## config.mk

```make
export PLATFORM = sky130hd
export DESIGN_NAME = comm_frame_ctrl
export DESIGN_NICKNAME = d
export VERILOG_FILES = /design/src/rtl/comm_frame_ctrl_pkg.sv /design/src/rtl/comm_frame_cnt.sv /design/src/rtl/comm_frame_ctrl.sv
export SDC_FILE = /design/constraint.sdc
export NUM_CORES = 1
export LEC_CHECK = 0
export ABC_AREA = 0
export CAP_MARGIN = 30
export CORE_UTILIZATION = 50
export CTS_CLUSTER_SIZE = 24
export DETAILED_ROUTE_END_ITERATION = 10
export PLACE_DENSITY = 0.76
export SETUP_SLACK_MARGIN = 0.02
export SKIP_CTS_REPAIR_TIMING = 1
export SLEW_MARGIN = 25
export SYNTH_ARGS = -nofsm -noshare
export SYNTH_HDL_FRONTEND = slang
export SYNTH_HIERARCHICAL = 1
export SYNTH_SLANG_ARGS = --single-unit
```

## constraint.sdc

```tcl
create_clock -name CLK -period 4.2 [get_ports CLK]
set_input_delay 0.63 -clock CLK [delete_from_list [all_inputs] [get_ports CLK]]
set_output_delay 0.63 -clock CLK [all_outputs]
set_load 0.05 [all_outputs]
```

## src/rtl/comm_frame_ctrl_pkg.sv

```systemverilog
`default_nettype none
// ============================================================================
// Module      : comm_frame_ctrl_pkg
// Description : Shared comm definitions for the transmit-side frame
//               scheduler and the receive-side frame detector. It holds the
//               header magic, the default preamble words, the frame state
//               encoding and a helper that assembles the header word.
// Revision    : 1.0 - initial release
// ============================================================================
package comm_frame_ctrl_pkg;

    // Upper half of every header word; the receive side locks onto it.
    localparam logic [15:0] HDR_MAGIC = 16'hC35A;

    // Default preamble words: even preamble index / odd preamble index.
    localparam logic [31:0] DEF_PRE_A = 32'hA5A5_5A5A;
    localparam logic [31:0] DEF_PRE_B = 32'h5A5A_A5A5;

    // Frame phases. In the scheduler each state names the word class that
    // the next open load slot will place on the transmit register.
    typedef enum logic [2:0] {
        ST_IDLE = 3'd0,
        ST_PRE  = 3'd1,
        ST_HDR  = 3'd2,
        ST_PAY  = 3'd3,
        ST_CHK  = 3'd4,
        ST_GAP  = 3'd5
    } frame_state_e;

    // Header word layout: {magic, sequence number, payload length}.
    function automatic logic [31:0] make_header(input logic [7:0] seq,
                                                input logic [7:0] len);
        return {HDR_MAGIC, seq, len};
    endfunction

endpackage : comm_frame_ctrl_pkg
`default_nettype wire

```

## src/rtl/comm_frame_cnt.sv

```systemverilog
`default_nettype none
// ============================================================================
// Module      : comm_frame_cnt
// Description : Loadable down-counter that saturates at zero. The frame
//               scheduler uses one instance each for the preamble words
//               left, the payload words left and the guard-gap cycles left.
// Ports       : CLK      - clock
//               RST      - asynchronous active-low reset (count -> 0)
//               load     - load load_val (takes priority over dec)
//               load_val - value to load
//               dec      - decrement by one when count is non-zero
//               count    - current count
// Revision    : 1.0 - initial release
// ============================================================================
module comm_frame_cnt #(
    parameter int WIDTH = 8
) (
    input  logic             CLK,
    input  logic             RST,
    input  logic             load,
    input  logic [WIDTH-1:0] load_val,
    input  logic             dec,
    output logic [WIDTH-1:0] count
);

    logic [WIDTH-1:0] count_q;
    logic [WIDTH-1:0] count_d;

    always_comb begin
        count_d = count_q;
        if (load) begin
            count_d = load_val;
        end else if (dec && (count_q != '0)) begin
            count_d = count_q - WIDTH'(1);
        end
    end

    always_ff @(posedge CLK or negedge RST) begin
        if (!RST) begin
            count_q <= '0;
        end else begin
            count_q <= count_d;
        end
    end

    assign count = count_q;

endmodule : comm_frame_cnt
`default_nettype wire

```

## src/rtl/comm_frame_ctrl.sv

```systemverilog
`default_nettype none
// ============================================================================
// Module      : comm_frame_ctrl
// Description : Frame scheduler in front of the transmit chain. Each accepted
//               request emits preamble, header, payload (pulled from a word
//               source) and a checksum on a registered valid/ack word
//               interface, followed by a silent guard gap.
// Ports       : CLK, RST    - clock, asynchronous active-low reset
//               req, len    - frame request and payload word count
//               busy        - frame in progress
//               frame_done  - pulse on the last guard-gap cycle
//               underrun    - sticky payload starvation flag
//               seq         - sequence number of current/last frame
//               pl_valid, pl_data, pl_rd - payload word source
//               tx_valid, tx_data, tx_ack - word handshake to transmit chain
// Revision    : 1.0 - initial release
// ============================================================================
module comm_frame_ctrl
    import comm_frame_ctrl_pkg::*;
#(
    parameter int          PRE_WORDS  = 4,
    parameter logic [31:0] PRE_A      = DEF_PRE_A,
    parameter logic [31:0] PRE_B      = DEF_PRE_B,
    parameter int          GAP_CYCLES = 64
) (
    input  logic        CLK,
    input  logic        RST,
    input  logic        req,
    input  logic [7:0]  len,
    output logic        busy,
    output logic        frame_done,
    output logic        underrun,
    output logic [7:0]  seq,
    input  logic        pl_valid,
    input  logic [31:0] pl_data,
    output logic        pl_rd,
    output logic        tx_valid,
    output logic [31:0] tx_data,
    input  logic        tx_ack
);

    // The first preamble word is loaded on acceptance, so the preamble
    // counter only tracks the words still to come.
    localparam logic [3:0] PRE_RELOAD    = 4'(PRE_WORDS - 1);
    localparam logic [9:0] GAP_RELOAD    = 10'(GAP_CYCLES);
    localparam logic       PRE_WORDS_ODD = ((PRE_WORDS % 2) == 1);

    frame_state_e state_q,    state_d;
    logic         tx_valid_q, tx_valid_d;
    logic [31:0]  tx_data_q,  tx_data_d;
    logic [31:0]  csum_q,     csum_d;
    logic [7:0]   seq_q,      seq_d;
    logic [7:0]   len_q,      len_d;
    logic         underrun_q, underrun_d;

    logic         pre_load, pre_dec;
    logic         pay_load, pay_dec;
    logic         gap_load, gap_dec;
    logic [3:0]   pre_cnt;
    logic [7:0]   pay_cnt;
    logic [9:0]   gap_cnt;

    logic         load_slot;
    logic         pre_odd;
    logic [31:0]  pre_word;
    logic [31:0]  hdr_word;

    comm_frame_cnt #(.WIDTH(4)) u_pre_cnt (
        .CLK      (CLK),
        .RST      (RST),
        .load     (pre_load),
        .load_val (PRE_RELOAD),
        .dec      (pre_dec),
        .count    (pre_cnt)
    );

    comm_frame_cnt #(.WIDTH(8)) u_pay_cnt (
        .CLK      (CLK),
        .RST      (RST),
        .load     (pay_load),
        .load_val (len_q),
        .dec      (pay_dec),
        .count    (pay_cnt)
    );

    comm_frame_cnt #(.WIDTH(10)) u_gap_cnt (
        .CLK      (CLK),
        .RST      (RST),
        .load     (gap_load),
        .load_val (GAP_RELOAD),
        .dec      (gap_dec),
        .count    (gap_cnt)
    );

    // The transmit register may take a new word when it is empty or its
    // current word is being consumed this cycle (no bubble under steady ack).
    assign load_slot = !tx_valid_q || tx_ack;

    // Next preamble index is PRE_WORDS - pre_cnt; only its parity matters,
    // which is the XOR of the two operands' parities.
    assign pre_odd  = pre_cnt[0] ^ PRE_WORDS_ODD;
    assign pre_word = pre_odd ? PRE_B : PRE_A;
    assign hdr_word = make_header(seq_q, len_q);

    always_comb begin
        state_d    = state_q;
        tx_valid_d = tx_valid_q;
        tx_data_d  = tx_data_q;
        csum_d     = csum_q;
        seq_d      = seq_q;
        len_d      = len_q;
        underrun_d = underrun_q;
        pre_load   = 1'b0;
        pre_dec    = 1'b0;
        pay_load   = 1'b0;
        pay_dec    = 1'b0;
        gap_load   = 1'b0;
        gap_dec    = 1'b0;
        pl_rd      = 1'b0;
        frame_done = 1'b0;

        case (state_q)
            ST_IDLE: begin
                if (req) begin
                    len_d      = len;
                    seq_d      = seq_q + 8'd1;
                    underrun_d = 1'b0;
                    csum_d     = 32'd0;
                    tx_valid_d = 1'b1;
                    tx_data_d  = PRE_A;
                    pre_load   = 1'b1;
                    state_d    = (PRE_WORDS == 1) ? ST_HDR : ST_PRE;
                end
            end

            ST_PRE: begin
                if (load_slot) begin
                    tx_valid_d = 1'b1;
                    tx_data_d  = pre_word;
                    pre_dec    = 1'b1;
                    if (pre_cnt == 4'd1) begin
                        state_d = ST_HDR;
                    end
                end
            end

            ST_HDR: begin
                if (load_slot) begin
                    tx_valid_d = 1'b1;
                    tx_data_d  = hdr_word;
                    csum_d     = hdr_word;
                    pay_load   = 1'b1;
                    state_d    = (len_q == 8'd0) ? ST_CHK : ST_PAY;
                end
            end

            ST_PAY: begin
                if (load_slot) begin
                    if (pl_valid) begin
                        pl_rd      = 1'b1;
                        tx_valid_d = 1'b1;
                        tx_data_d  = pl_data;
                        csum_d     = csum_q + pl_data;
                        pay_dec    = 1'b1;
                        if (pay_cnt == 8'd1) begin
                            state_d = ST_CHK;
                        end
                    end else begin
                        // Source starved: let the pending word go, present
                        // nothing, and keep waiting in PAY.
                        tx_valid_d = 1'b0;
                        underrun_d = 1'b1;
                    end
                end
            end

            ST_CHK: begin
                if (load_slot) begin
                    tx_valid_d = 1'b1;
                    tx_data_d  = csum_q;
                    gap_load   = 1'b1;
                    state_d    = ST_GAP;
                end
            end

            ST_GAP: begin
                // The checksum word is still on the register when GAP is
                // entered; gap cycles are counted only once it has left.
                if (tx_valid_q) begin
                    if (tx_ack) begin
                        tx_valid_d = 1'b0;
                        if (gap_cnt == 10'd0) begin
                            frame_done = 1'b1;
                            state_d    = ST_IDLE;
                        end
                    end
                end else begin
                    gap_dec = 1'b1;
                    if (gap_cnt <= 10'd1) begin
                        frame_done = 1'b1;
                        state_d    = ST_IDLE;
                    end
                end
            end

            default: begin
                state_d = ST_IDLE;
            end
        endcase
    end

    always_ff @(posedge CLK or negedge RST) begin
        if (!RST) begin
            state_q    <= ST_IDLE;
            tx_valid_q <= 1'b0;
            tx_data_q  <= 32'd0;
            csum_q     <= 32'd0;
            seq_q      <= 8'd0;
            len_q      <= 8'd0;
            underrun_q <= 1'b0;
        end else begin
            state_q    <= state_d;
            tx_valid_q <= tx_valid_d;
            tx_data_q  <= tx_data_d;
            csum_q     <= csum_d;
            seq_q      <= seq_d;
            len_q      <= len_d;
            underrun_q <= underrun_d;
        end
    end

    assign busy     = (state_q != ST_IDLE);
    assign underrun = underrun_q;
    assign seq      = seq_q;
    assign tx_valid = tx_valid_q;
    assign tx_data  = tx_data_q;

endmodule : comm_frame_ctrl
`default_nettype wire

```

# == Word-level counts from Yosys, hierarchy flattened ==
# Cells that the tools add are included.
# word_totals
ff_bits,107
in_bits,45
output_inout_bits,45
wordCells,120
# classes
n_addsub,5
n_lt_le_gt_ge,1
eq_ne,20
n_mux,58
reduce_logical,26
# op_table
op,n
$mux 32,10
$pmux 32 s5,1
$pmux 32 s3,1
$mux 3,13
$add 32x32->32,1
$mux 1,24
$mux 10,2
$ne 2x2->1 const B,9
$pmux 3 s6,1
$mux 8,2
$reduce_and 11->1,1
$le 10x1->1 const B,1
$logic_not 10->1,1
$reduce_bool 10->1,1
$sub 10x1->10 const B,1
$ne 3x3->1 const B,3
$add 8x1->8 const B,1
$eq 8x1->1 const B,1
$logic_not 8->1,1
$mux 4,2
$reduce_and 4->1,2
$reduce_bool 2->1,4
$reduce_bool 4->1,2
$reduce_bool 8->1,1
other kinds (19),24

# == Longest topological paths before layout ==
# logic_depth
depth_word,7
depth_mapped,10
depth_no_buf,10

# == Modules after synthesis ==
# The synthesis kept the hierarchy.
# by_module_without_submodules
mod,n_inst,cells_per_inst,area_each_um2,seq_area_each_um2
comm_frame_ctrl,1,725,6059.6,2127.0
comm_frame_cnt (u_gap_cnt),1,72,621.8,250.2
comm_frame_cnt (u_pay_cnt),1,60,540.5,200.2
comm_frame_cnt (u_pre_cnt),1,27,267.8,100.1

# == Worst setup path before layout ==
# No wires, ideal clock.
# synth_path
path_type,reg2reg
from,register state_q[2]
to,"register u_pay_cnt.count_q[3], in the netlist u_pay_cnt/count[3]"
setup_ns,0.087
arrival_time_ns,2.820
required_time_ns,4.113
slack_ns,1.293
path_stages_with_launch,10
n_path_buf,1
synth_period_minus_slack_ns,2.907
cell_sequence,dfrtp_1 -> buf_2 -> inv_1 -> nand2_1 -> nor2_1 -> nand3_1 -> inv_1 -> or4b_1 -> a2111o_1 -> o211ai_1
# synth_between
elab_chain_len,4
word_cells_on_any_way,7
classes_between,eq/ne (2); mux (3); reduce/logical (2)
# synth_rtl
element,line_no,text
from (decl),comm_frame_ctrl.sv:48,"frame_state_e state_q, state_d;"
from (signal assigned),comm_frame_ctrl.sv:222,state_q <= state_d;
$eq 3x2->1,-,
$mux 1,-,
via pl_rd,comm_frame_ctrl.sv:36,"output logic pl_rd,"
$logic_and 1x1->1,comm_frame_cnt.sv:33,end else if (dec && (count_q != '0)) begin
$reduce_bool 2->1 (no source line),-,
to (signal assigned),comm_frame_cnt.sv:42,count_q <= count_d;
to (decl),comm_frame_cnt.sv:26,logic [WIDTH-1:0] count_q;
# The timed path passes the listed nets, and every way through them passes these cells.
# A chain may end at the register's enable or synchronous reset.

# == Final worst setup path ==
# layout_path
from,register state_q[0]
to,output port pl_rd
# layout_between
elab_chain_len,2
# layout_rtl
element,line_no,text
$eq 3x2->1,comm_frame_ctrl.sv:122,case (state_q)
$mux 1,comm_frame_ctrl.sv:122,
to (decl),comm_frame_ctrl.sv:36,
# No other way between the ends.

==> impl_metrics.csv <==
group,metric,value,unit
clock_tree,numClockSinks,107,
clock_tree,insertion_delay,360,ps
synth,yosysUniqueCellTypes,86,
critical_path,cp_cell_sequence,"inv_1 > nor2_1 > nand3_1 > buf_4 > inv_1 > buf_4 > buf_12",
critical_path,crit_path_max_incr_delay,680,ps
routing,drc,0,
layout,syn_to_final_growth,19.01,%
global_route,grt_pass1_wl,35.00,mm
floorplanning,core-area,14590,um2
routing,drt-initial-drc-count,510,
synth,syn_avg_cell_area,8.472,um2
flow_run,drv_cap,0,
layout,layout-drive-gt1-share,8.136,%
timing,fin_setup_tns,0,ps
global_route,antenna_found_initial,0,
placed_design,place.detailed.hpwl,15.16,mm
clock_tree,cts.clk_slew.worst_paths,70,ps
timing,period_needed,3412,ps
routing,routed_wirelength,21.11,mm
critical_path,startpoint,"state_q[0]",
timing,tightest_slew,904.9,ps
critical_path,crit_slowest_cell,"nor2_1",
clock_tree,cts_max_path_buffers,2,
layout,mostFrequentLayoutCells,"dfrtp_1, nand2_1, a21oi_1",
critical_path,critPathKind,"reg -> out",
timing,slew_viol_final,0,
synth,yosysTopAreaCellShare,35.75,%
clock_tree,htreeDepth,3,
critical_path,r2r-start,"state_q[0]",
global_route,overflow,0,
routing,via_per_inst,6.163,
routing,wl_per_cell,18.28,um
floorplanning,die_h,124.4,um
floorplanning,start_util,51.34,%
timing,setup_viol,0,
synth,synth-edff-count,0,
global_route,grt_usage,28.06,%
power_and_ir_drop,p_leak,3.788,nW
timing,rsz0062_at_grt,"false",
critical_path,crit_fanout,19,
floorplanning,dieArea,15470,um2
critical_path,crit_path_end_kind,"output pin",
routing,firstDrtPassIters,5,
timing,finalClockSkew,6.255,ps
clock_tree,cts_tree,"built",
timing,holdWs,267.0,ps
layout,antennaDiodeCount,0,
layout,fill_cells,1306,
floorplanning,io_pins,90,
timing,max_freq,0.2931,GHz
global_route,grt_max_degree,45,
synth,synth-seq-cells,107,
min_path,min_path_type,"in -> async",
synth,synth_area,7490,um2
floorplanning,die_w,124.4,um
synth,ys_warn_count,6,
timing,post-route-period-util,81.25,%
floorplanning,num_rows,44,
timing,relSlewSlack,39.21,%
routing,vias,7118,
critical_path,worst_ep_arrival_time,2780,ps
synth,ys_seq_area_share,35.75,%
clock_tree,root_buffer,"clkbuf_16",
synth,synthTopCellsByArea,"dfrtp_1, a21oi_1, ha_1",
placed_design,gp_congestion,0.9261,
outcome,status,"completed",
layout,utilization,61.10,%
synth,async_flop_share,100.0,%
power_and_ir_drop,peakVddDrop,0.4450,mV
power_and_ir_drop,powerDensity,826.1,nW/um2
routing,antenna_left,0,
synth,synth_cells,884,
synth,ys.flop_type,"dfrtp_1",
timing,finalHoldViolCount,0,
placed_design,port_buffers,89,
clock_tree,cts_buffers,9,
critical_path,worst_setup_path_start_kind,"flip-flop",
critical_path,crit_required,3570,ps
layout,layout_commonest_cell,"dfrtp_1",
global_route,grt_pass1_vias,6755,
layout,nets,1048,
synth,yosysTopAreaCell,"dfrtp_1",
-- power by group --
part,internal (mW),leakage (nW),switching [mW]
registers,1.50,1.34,0.488
logic,1.70,2.30,2.78
clock network,0.495,0.153,0.399
total,3.69,3.79,3.67
-- cell usage after synthesis, types with 4 or more instances --
| master | instances |
|---|---|
| dfrtp_1 | 107 |
| a21oi_1 | 99 |
| nand2_1 | 99 |
| nor2_1 | 71 |
| o21ai_0 | 67 |
| ha_1 | 36 |
| clkbuf_1 | 30 |
| xnor2_1 | 26 |
| inv_1 | 24 |
| a21o_1 | 19 |
| nand3_1 | 19 |
| nor3_1 | 19 |
| mux2i_1 | 12 |
| xor2_1 | 12 |
| a221oi_1 | 11 |
| a31oi_1 | 11 |
| buf_2 | 11 |
| o211ai_1 | 11 |
| mux2_2 | 10 |
| nand2b_1 | 10 |
| o31ai_1 | 10 |
| a22o_1 | 9 |
| nor3b_1 | 9 |
| o22ai_1 | 9 |
| a211o_1 | 8 |
| a211oi_1 | 8 |
| nor2b_1 | 8 |
| and3_1 | 7 |
| nand4_1 | 7 |
| nor4_1 | 7 |
| buf_1 | 6 |
| o22a_1 | 6 |
| or2_2 | 4 |
| or4_1 | 4 |
-- state kept, by name, indices dropped and copies added, names as in the netlist --
| register | count |
|---|---|
| tx_valid | 1 |
| tx_data | 32 |
| seq | 8 |
| u_gap_cnt/count | 10 |
| u_pre_cnt/count | 4 |
| u_pay_cnt/count | 8 |
| underrun | 1 |
| len_q | 8 |
| state_q | 3 |
| csum_q | 32 |
-- cell families after synthesis --
logic type | after synthesis | share of synthesized area (%)
other | 2 | 0.1003
buffers and inverters | 73 | 3.993
flip-flops | 107 | 35.75
AO/OA/AOI/OAI | 308 | 26.43
AND/OR/NAND/NOR | 297 | 19.90
multiplexers | 22 | 3.107
adder cells (fa/ha/maj) | 37 | 6.281
XOR/XNOR | 38 | 4.444
-- path summary, 6_finish.rpt --
path | end | slack, ps | cells past startpoint
min | underrun | 270 | 1
max reg2reg | u_pay_cnt/count[3] | 1090 | 8
max | pl_rd | 790 | 7
min reg2reg | tx_data[28] | 490 | 2
max in group asynchronous | csum_q[14] | 3070 | 2
min in group CLK | tx_data[28] | 490 | 2
-- metal layers --
metal	GRT usage (%)	vias up	part of all wire, %
met4	9.426	0	2.2
met1	38.92	3426	45
met2	44.26	263	46
met5	0	-	0
met3	4.811	35	6.2
li1	-	3394	-
-- stage by stage --
step | setup WS (ps) | cells | power [mW] | cell area [um2]
floorplan | 1293 | 896 | 5.154 | 7535
global placement | 730.0 | 1139 | 6.349 | 8608
finish | 787.7 | 1155 | 7.363 | 8914
global route | 729.6 | 1155 | 7.896 | 8914
detailed placement | 735.1 | 1139 | 6.416 | 8608
CTS | 854.9 | 1155 | 7.337 | 8914
-- final cells by class --
cell class	count	area, um2	area share [%]
multi-input cells	716	4568	51.25
flip-flops and latches	107	2679	30.05
repair buffers	108	1041	11.68
clock buffers	12	256.5	2.878
well taps	184	230.2	2.583
inverters	24	90.09	1.011
clock inverters	4	48.80	0.5474
-- critical path: cells and delay by family (launching register included) --
kind / cells / cell delay, ps
buffers and inverters: 5 / 930
DFF: 1 / 620
and+or+nand+nor: 2 / 850
No activity file was read; power rests on OpenSTA's default activity.
